## config.mk

```make
export PLATFORM = sky130hd
export DESIGN_NAME = bcd_seg_scan_driver
export DESIGN_NICKNAME = d
export VERILOG_FILES = /design/src/rtl/bcd_disp_pkg.sv /design/src/rtl/bcd_to_7seg.sv /design/src/rtl/bcd_seg_scan_driver.sv
export SDC_FILE = /design/constraint.sdc
export NUM_CORES = 1
export LEC_CHECK = 0
export CAP_MARGIN = 25
export CORE_ASPECT_RATIO = 1.5
export CORE_MARGIN = 1
export CORE_UTILIZATION = 50
export DETAILED_ROUTE_END_ITERATION = 8
export MAX_ROUTING_LAYER = met4
export PLACE_DENSITY = 0.82
export SLEW_MARGIN = 10
export SYNTH_ARGS = -nofsm -noshare
export SYNTH_HDL_FRONTEND = slang
export SYNTH_HIERARCHICAL = 1
export SYNTH_SLANG_ARGS = --single-unit
```

## constraint.sdc

```tcl
create_clock -name clk -period 2.9 [get_ports clk]
set_input_delay 0.58 -clock clk [delete_from_list [all_inputs] [get_ports clk]]
set_output_delay 0.58 -clock clk [all_outputs]
set_load 0.05 [all_outputs]
```

## src/rtl/bcd_disp_pkg.sv

```systemverilog
// Shared types, segment constants and the BCD-to-segment mapping for the
// seven-segment scan driver. Segment order is {g,f,e,d,c,b,a}, active-high.
package bcd_disp_pkg;

  typedef enum logic {
    S_GUARD,
    S_DRIVE
  } state_t;

  localparam logic [6:0] SEG_0    = 7'h3F;
  localparam logic [6:0] SEG_1    = 7'h06;
  localparam logic [6:0] SEG_2    = 7'h5B;
  localparam logic [6:0] SEG_3    = 7'h4F;
  localparam logic [6:0] SEG_4    = 7'h66;
  localparam logic [6:0] SEG_5    = 7'h6D;
  localparam logic [6:0] SEG_6    = 7'h7D;
  localparam logic [6:0] SEG_7    = 7'h07;
  localparam logic [6:0] SEG_8    = 7'h7F;
  localparam logic [6:0] SEG_9    = 7'h6F;
  localparam logic [6:0] SEG_DASH = 7'h40;
  localparam logic [6:0] SEG_OFF  = 7'h00;

  // Non-decimal codes 10..15 show a dash so corrupt data is visible.
  function automatic logic [6:0] bcd2seg(input logic [3:0] bcd);
    case (bcd)
      4'd0:    return SEG_0;
      4'd1:    return SEG_1;
      4'd2:    return SEG_2;
      4'd3:    return SEG_3;
      4'd4:    return SEG_4;
      4'd5:    return SEG_5;
      4'd6:    return SEG_6;
      4'd7:    return SEG_7;
      4'd8:    return SEG_8;
      4'd9:    return SEG_9;
      default: return SEG_DASH;
    endcase
  endfunction

endpackage

```

## src/rtl/bcd_to_7seg.sv

```systemverilog
// Combinational BCD digit to active-high seven-segment decoder.
module bcd_to_7seg
  import bcd_disp_pkg::*;
(
  input  logic [3:0] bcd_i,
  output logic [6:0] seg_o
);

  // Pure table lookup; no state.
  always_comb begin
    seg_o = bcd2seg(bcd_i);
  end

endmodule

```

## src/rtl/bcd_seg_scan_driver.sv

```systemverilog
// Time-multiplexed seven-segment driver with guard time and frame-synchronous
// word update. Optional macro BCD_LZB_EN enables leading-zero blanking.
module bcd_seg_scan_driver
  import bcd_disp_pkg::*;
#(
  parameter int NUM_DIGITS     = 4,
  parameter int CLK_DIV        = 50000,
  parameter int GUARD_CYC      = 16,
  parameter int SEG_ACTIVE_LOW = 1,
  parameter int DIG_ACTIVE_LOW = 1
) (
  input  logic                    clk,
  input  logic                    reset,
  input  logic                    in_valid,
  output logic                    in_ready,
  input  logic [4*NUM_DIGITS-1:0] in_bcd,
  input  logic [NUM_DIGITS-1:0]   in_dp,
  output logic [6:0]              seg,
  output logic                    dp,
  output logic [NUM_DIGITS-1:0]   dig_en,
  output logic                    frame_done
);

  localparam int CNT_W = (CLK_DIV > 1) ? $clog2(CLK_DIV) : 1;
  localparam int IDX_W = (NUM_DIGITS > 1) ? $clog2(NUM_DIGITS) : 1;
  localparam logic [6:0]            SEG_INV = (SEG_ACTIVE_LOW != 0) ? 7'h7F : 7'h00;
  localparam logic                  DP_INV  = (SEG_ACTIVE_LOW != 0);
  localparam logic [NUM_DIGITS-1:0] DIG_INV = (DIG_ACTIVE_LOW != 0) ? {NUM_DIGITS{1'b1}} : '0;

  state_t                  state_q, state_d;
  logic [CNT_W-1:0]        cnt_q, cnt_d;
  logic [IDX_W-1:0]        idx_q, idx_d;
  logic                    pend_valid_q, pend_valid_d;
  logic [4*NUM_DIGITS-1:0] pend_bcd_q, pend_bcd_d, disp_bcd_q, disp_bcd_d;
  logic [NUM_DIGITS-1:0]   pend_dp_q, pend_dp_d, disp_dp_q, disp_dp_d;
  logic [6:0]              seg_q, seg_d;
  logic                    dp_q, dp_d;
  logic [NUM_DIGITS-1:0]   dig_en_q, dig_en_d;
  logic                    frame_done_q;
  logic                    frame_end;
  logic [3:0]              cur_digit;
  logic                    cur_dp;
  logic [6:0]              dec_seg;
  logic                    blank;

  assign in_ready   = ~pend_valid_q;
  assign seg        = seg_q;
  assign dp         = dp_q;
  assign dig_en     = dig_en_q;
  assign frame_done = frame_done_q;

  assign frame_end = (state_q == S_DRIVE) && (cnt_q == CNT_W'(CLK_DIV - 1)) &&
                     (idx_q == IDX_W'(NUM_DIGITS - 1));

  // Slot sequencing: guard phase, then drive phase, then advance digit.
  always_comb begin
    state_d = state_q;
    cnt_d   = cnt_q + 1'b1;
    idx_d   = idx_q;
    case (state_q)
      S_GUARD: begin
        if (cnt_q == CNT_W'(GUARD_CYC - 1)) state_d = S_DRIVE;
      end
      S_DRIVE: begin
        if (cnt_q == CNT_W'(CLK_DIV - 1)) begin
          state_d = S_GUARD;
          cnt_d   = '0;
          idx_d   = (idx_q == IDX_W'(NUM_DIGITS - 1)) ? '0 : idx_q + 1'b1;
        end
      end
      default: state_d = S_GUARD;
    endcase
  end

  // Pending buffer accepts when empty; display takes it only at frame end.
  // A full buffer is never accepted into, so accept and commit cannot collide.
  always_comb begin
    pend_valid_d = pend_valid_q;
    pend_bcd_d   = pend_bcd_q;
    pend_dp_d    = pend_dp_q;
    disp_bcd_d   = disp_bcd_q;
    disp_dp_d    = disp_dp_q;
    if (frame_end && pend_valid_q) begin
      disp_bcd_d   = pend_bcd_q;
      disp_dp_d    = pend_dp_q;
      pend_valid_d = 1'b0;
    end
    if (in_valid && !pend_valid_q) begin
      pend_bcd_d   = in_bcd;
      pend_dp_d    = in_dp;
      pend_valid_d = 1'b1;
    end
  end

  // Select the digit that will be driven next cycle, so the registered
  // outputs line up with the registered state.
  always_comb begin
    cur_digit = 4'd0;
    cur_dp    = 1'b0;
    for (int i = 0; i < NUM_DIGITS; i++) begin
      if (idx_d == IDX_W'(i)) begin
        cur_digit = disp_bcd_q[4*i +: 4];
        cur_dp    = disp_dp_q[i];
      end
    end
  end

  bcd_to_7seg u_dec (
    .bcd_i (cur_digit),
    .seg_o (dec_seg)
  );

`ifdef BCD_LZB_EN
  logic [NUM_DIGITS-1:0] lead_zero;
  logic                  zero_run;

  // A digit is a leading zero when it and every more significant digit are 0;
  // digit 0 always shows.
  always_comb begin
    lead_zero = '0;
    zero_run  = 1'b1;
    for (int i = NUM_DIGITS - 1; i >= 1; i--) begin
      zero_run     = zero_run && (disp_bcd_q[4*i +: 4] == 4'd0);
      lead_zero[i] = zero_run;
    end
    blank = 1'b0;
    for (int i = 0; i < NUM_DIGITS; i++) begin
      if (idx_d == IDX_W'(i)) blank = lead_zero[i];
    end
  end
`else
  assign blank = 1'b0;
`endif

  // Active-high output values for next cycle; off during guard.
  always_comb begin
    seg_d    = SEG_OFF;
    dp_d     = 1'b0;
    dig_en_d = '0;
    if (state_d == S_DRIVE) begin
      seg_d           = blank ? SEG_OFF : dec_seg;
      dp_d            = cur_dp;
      dig_en_d[idx_d] = 1'b1;
    end
  end

  // State, buffers and output registers; polarity applied only here.
  always_ff @(posedge clk or negedge reset) begin
    if (!reset) begin
      state_q      <= S_GUARD;
      cnt_q        <= '0;
      idx_q        <= '0;
      pend_valid_q <= 1'b0;
      pend_bcd_q   <= '0;
      pend_dp_q    <= '0;
      disp_bcd_q   <= '0;
      disp_dp_q    <= '0;
      seg_q        <= SEG_INV;
      dp_q         <= DP_INV;
      dig_en_q     <= DIG_INV;
      frame_done_q <= 1'b0;
    end else begin
      state_q      <= state_d;
      cnt_q        <= cnt_d;
      idx_q        <= idx_d;
      pend_valid_q <= pend_valid_d;
      pend_bcd_q   <= pend_bcd_d;
      pend_dp_q    <= pend_dp_d;
      disp_bcd_q   <= disp_bcd_d;
      disp_dp_q    <= disp_dp_d;
      seg_q        <= seg_d ^ SEG_INV;
      dp_q         <= dp_d ^ DP_INV;
      dig_en_q     <= dig_en_d ^ DIG_INV;
      frame_done_q <= frame_end;
    end
  end

endmodule
```

==> impl_metrics.tcl <==
set metrics [dict create \
    synthCells 262 \
    final_cells 391 \
    seq_area_frac_synth_pct 57.2 \
    ctsHoldBuffers 0 \
    setup_viol 0 \
    firstDrtPassIters 4 \
    crit_fanout 8 \
    period_minus_slack_ns 2.76 \
    track_usage_pct 21.1 \
    grt_pass1_wl_um 10100 \
    fin_total_pwr_mw 1.99 \
    ys_ff_latch 73 \
    cts_inserted_buffers 9 \
    clk_pin_slew_worst_paths_ns 0.09 \
    yosysMostFrequentCell "dfrtp_1" \
    first_iter_violations 160 \
    die_area_um2 6780 \
    viasPerCell 5.56 \
    yosysWarnings 6 \
    routed_wl_um 5820 \
    fp.coreArea_um2 6170 \
    nFillCells 457 \
    place_inst 374 \
    grt_pass1_vias 2214 \
    port_buffers 36 \
    syn_to_final_growth_pct 23.7 \
    routedWlPerCell_um 14.9 \
    syn-num-nets 293 \
    dpl_cell_area_um2 3710 \
    cts_buffer_depth 2 \
    synth_edf_count 0 \
    synthesis.area_um2 3220 \
    power_density_nw_per_um2 498 \
    synth_area_leaders "dfrtp_1, mux2_2, dfstp_2" \
    nets 343 \
    critPathLaunchType "register" \
    stdcell_area_um2 3980 \
    setup_slack_ns 0.144 \
    drive_gt1_share_pct 31.9 \
    end_kind "register" \
    max_stage_delay_ns 0.49 \
    clock_skew_ns 0.0130 \
    pin_count 37 \
    startpoint "cnt_q[9]" \
    path_class "reg2reg" \
    cap_violations 0 \
    crit_top_cell "nand2_1" \
    worstPathCellList "nand2_1, or3_4, or4_4, and2_4, a32oi_2, inv_1, ha_1, mux2_4, o22ai_1, nand2_1" \
    ys.flop_type "dfrtp_1" \
    via_count 2174 \
    diodes 0 \
    h-tree-depth 3 \
    worstMarginPinSlew_ns 0.870 \
    min_path_type "in2async" \
    grt_max_degree 74 \
    place.gp.congestion 0.893 \
    critPathRequiredTime_ns 3.16 \
    root_buffer "clkbuf_8" \
    syn-mean-instance-area_um2 12.3 \
    irDropWorstVdd_uv 346 \
    dp_hpwl_um 4030 \
    p_leak_nw 1.84 \
    drc 0 \
    fin_crit_sh_pct 95.0 \
    post-route-util_pct 64.5 \
    yosys-top-cells-count "dfrtp_1, mux2_2, nand3_1, nor2_1, nand2_1" \
    yosysTopAreaCell "dfrtp_1" \
    chipHeight_um 100 \
    cts_tree "yes" \
    async_flop_share_pct 100 \
    pre_cts_ws_ns -0.0221 \
    dieWidth_um 67.5 \
    synth_cell_types 39 \
    hold_violations 0 \
    crit-reg2reg-launch "cnt_q[9]" \
    rows 35 \
    status "finished, final reports clean" \
    fmax_ghz 0.363 \
    cts_sinks 73 \
    globalRoute.totalOverflow 0 \
    crit_slowest_cell "or4_4" \
    initial_utilization_pct 52.2 \
    timing.slew.headroom_pct 42.0 \
    ant_nets 0 \
    drv_slew 0 \
    synth_top_area_share_pct 47.4 \
    clkLatencyLatePin_ns 0.36 \
    crit_arrival_ns 3.01 \
    antenna_found_initial 0 \
]
[sequential cells by signal (all words and copies together), names as in the netlist, 2 cells and up]
name and count:
cnt_q 16, disp_bcd_q 16, pend_bcd_q 16, seg 7
dig_en 4, disp_dp_q 4, pend_dp_q 4, idx_q 2
[per-layer routing]
layer | global-route usage, % | wire length (um) | up-vias
met5 | - | 0 | -
met4 | 12.6 | 176 | 0
met3 | 5.11 | 182 | 17
met2 | 32.5 | 3090 | 51
met1 | 24.2 | 2370 | 1081
li1 | - | - | 1025
[placed cells by master (no fill, tap or decap), types with 2 or more instances in the layout]
cell             instances
buf_4                   13
ha_1                     7
clkbuf_8                10
clkdlybuf4s50_1         35
dfrtp_1                 59
inv_1                    8
and3_1                   5
a21oi_1                  2
xor2_1                   9
nor2_1                  17
dfstp_2                 12
nand4_1                  4
a21o_1                   2
mux2_2                  41
nor2b_1                  3
a32oi_2                  3
o22ai_1                  3
dfrtp_2                  2
o21ai_0                 10
nand2_1                 14
nor3_1                   3
nand3_1                 17
xnor2_1                  5
a32oi_1                  4
inv_2                    2
clkinv_4                 2
inv_6                    3
[final timing paths]
| path | end | slack [ns] | depth (start not counted) |
|---|---|---|---|
| worst max register to register | seg[0] | 0.14 | 10 |
| worst max-delay path | seg[0] | 0.14 | 10 |
| worst min register to register | pend_bcd_q[10] | 0.51 | 1 |
| min in group clk | pend_bcd_q[10] | 0.51 | 1 |
| max in group asynchronous | cnt_q[8] | 1.86 | 2 |
| worst min-delay path | cnt_q[11] | 0.41 | 2 |
[cell type report]
| type | count | area, um^2 | area share, % |
|---|---|---|---|
| clock inverter | 6 | 73.8 | 1.85 |
| tap | 74 | 92.6 | 2.32 |
| timing repair buffer | 49 | 453 | 11.4 |
| multi-input combinational | 169 | 1350 | 33.8 |
| inverter | 10 | 37.5 | 0.942 |
| sequential | 73 | 1840 | 46.3 |
| clock buffer | 10 | 138 | 3.45 |
[logic make-up after synthesis]
| family | after synthesis | share of synthesized area (%) |
|---|---|---|
| compound gates | 32 | 6.72 |
| xor+xnor | 14 | 3.81 |
| fa+ha+maj | 8 | 3.11 |
| buf+inv | 20 | 3.07 |
| flops | 73 | 57.2 |
| mux | 42 | 14.8 |
| simple gates | 73 | 11.3 |
[through the flow]
step,hold WS [ns],TNS (ns)
finish,0.405,0
global route,0.504,-0.0186
CTS,0.448,0
detailed placement,0.480,-0.0221
global placement,0.464,0
floorplan,0.284,0
[report_power, final]
| part | internal (mW) | switching (mW) |
|---|---|---|
| Combinational | 0.0519 | 0.0298 |
| Sequential | 1.05 | 0.0175 |
| Clock | 0.433 | 0.400 |
[critical path: cells and delay by family, from the launching register on]
family	cells	cell delay, ns
muxes	1	0.27
buffers and inverters	1	0.11
AOI/OAI and AO/OA	2	0.35
DFF	1	0.43
adders and majority gates	1	0.20
and+or+nand+nor	5	1.29
[timing repair]
item                       CTS  global route
resized for setup            2            12
buffers inserted             0             1
pin swaps                    0             1
setup endpoints to repair    1             7
(Power assumes the default switching activity.)
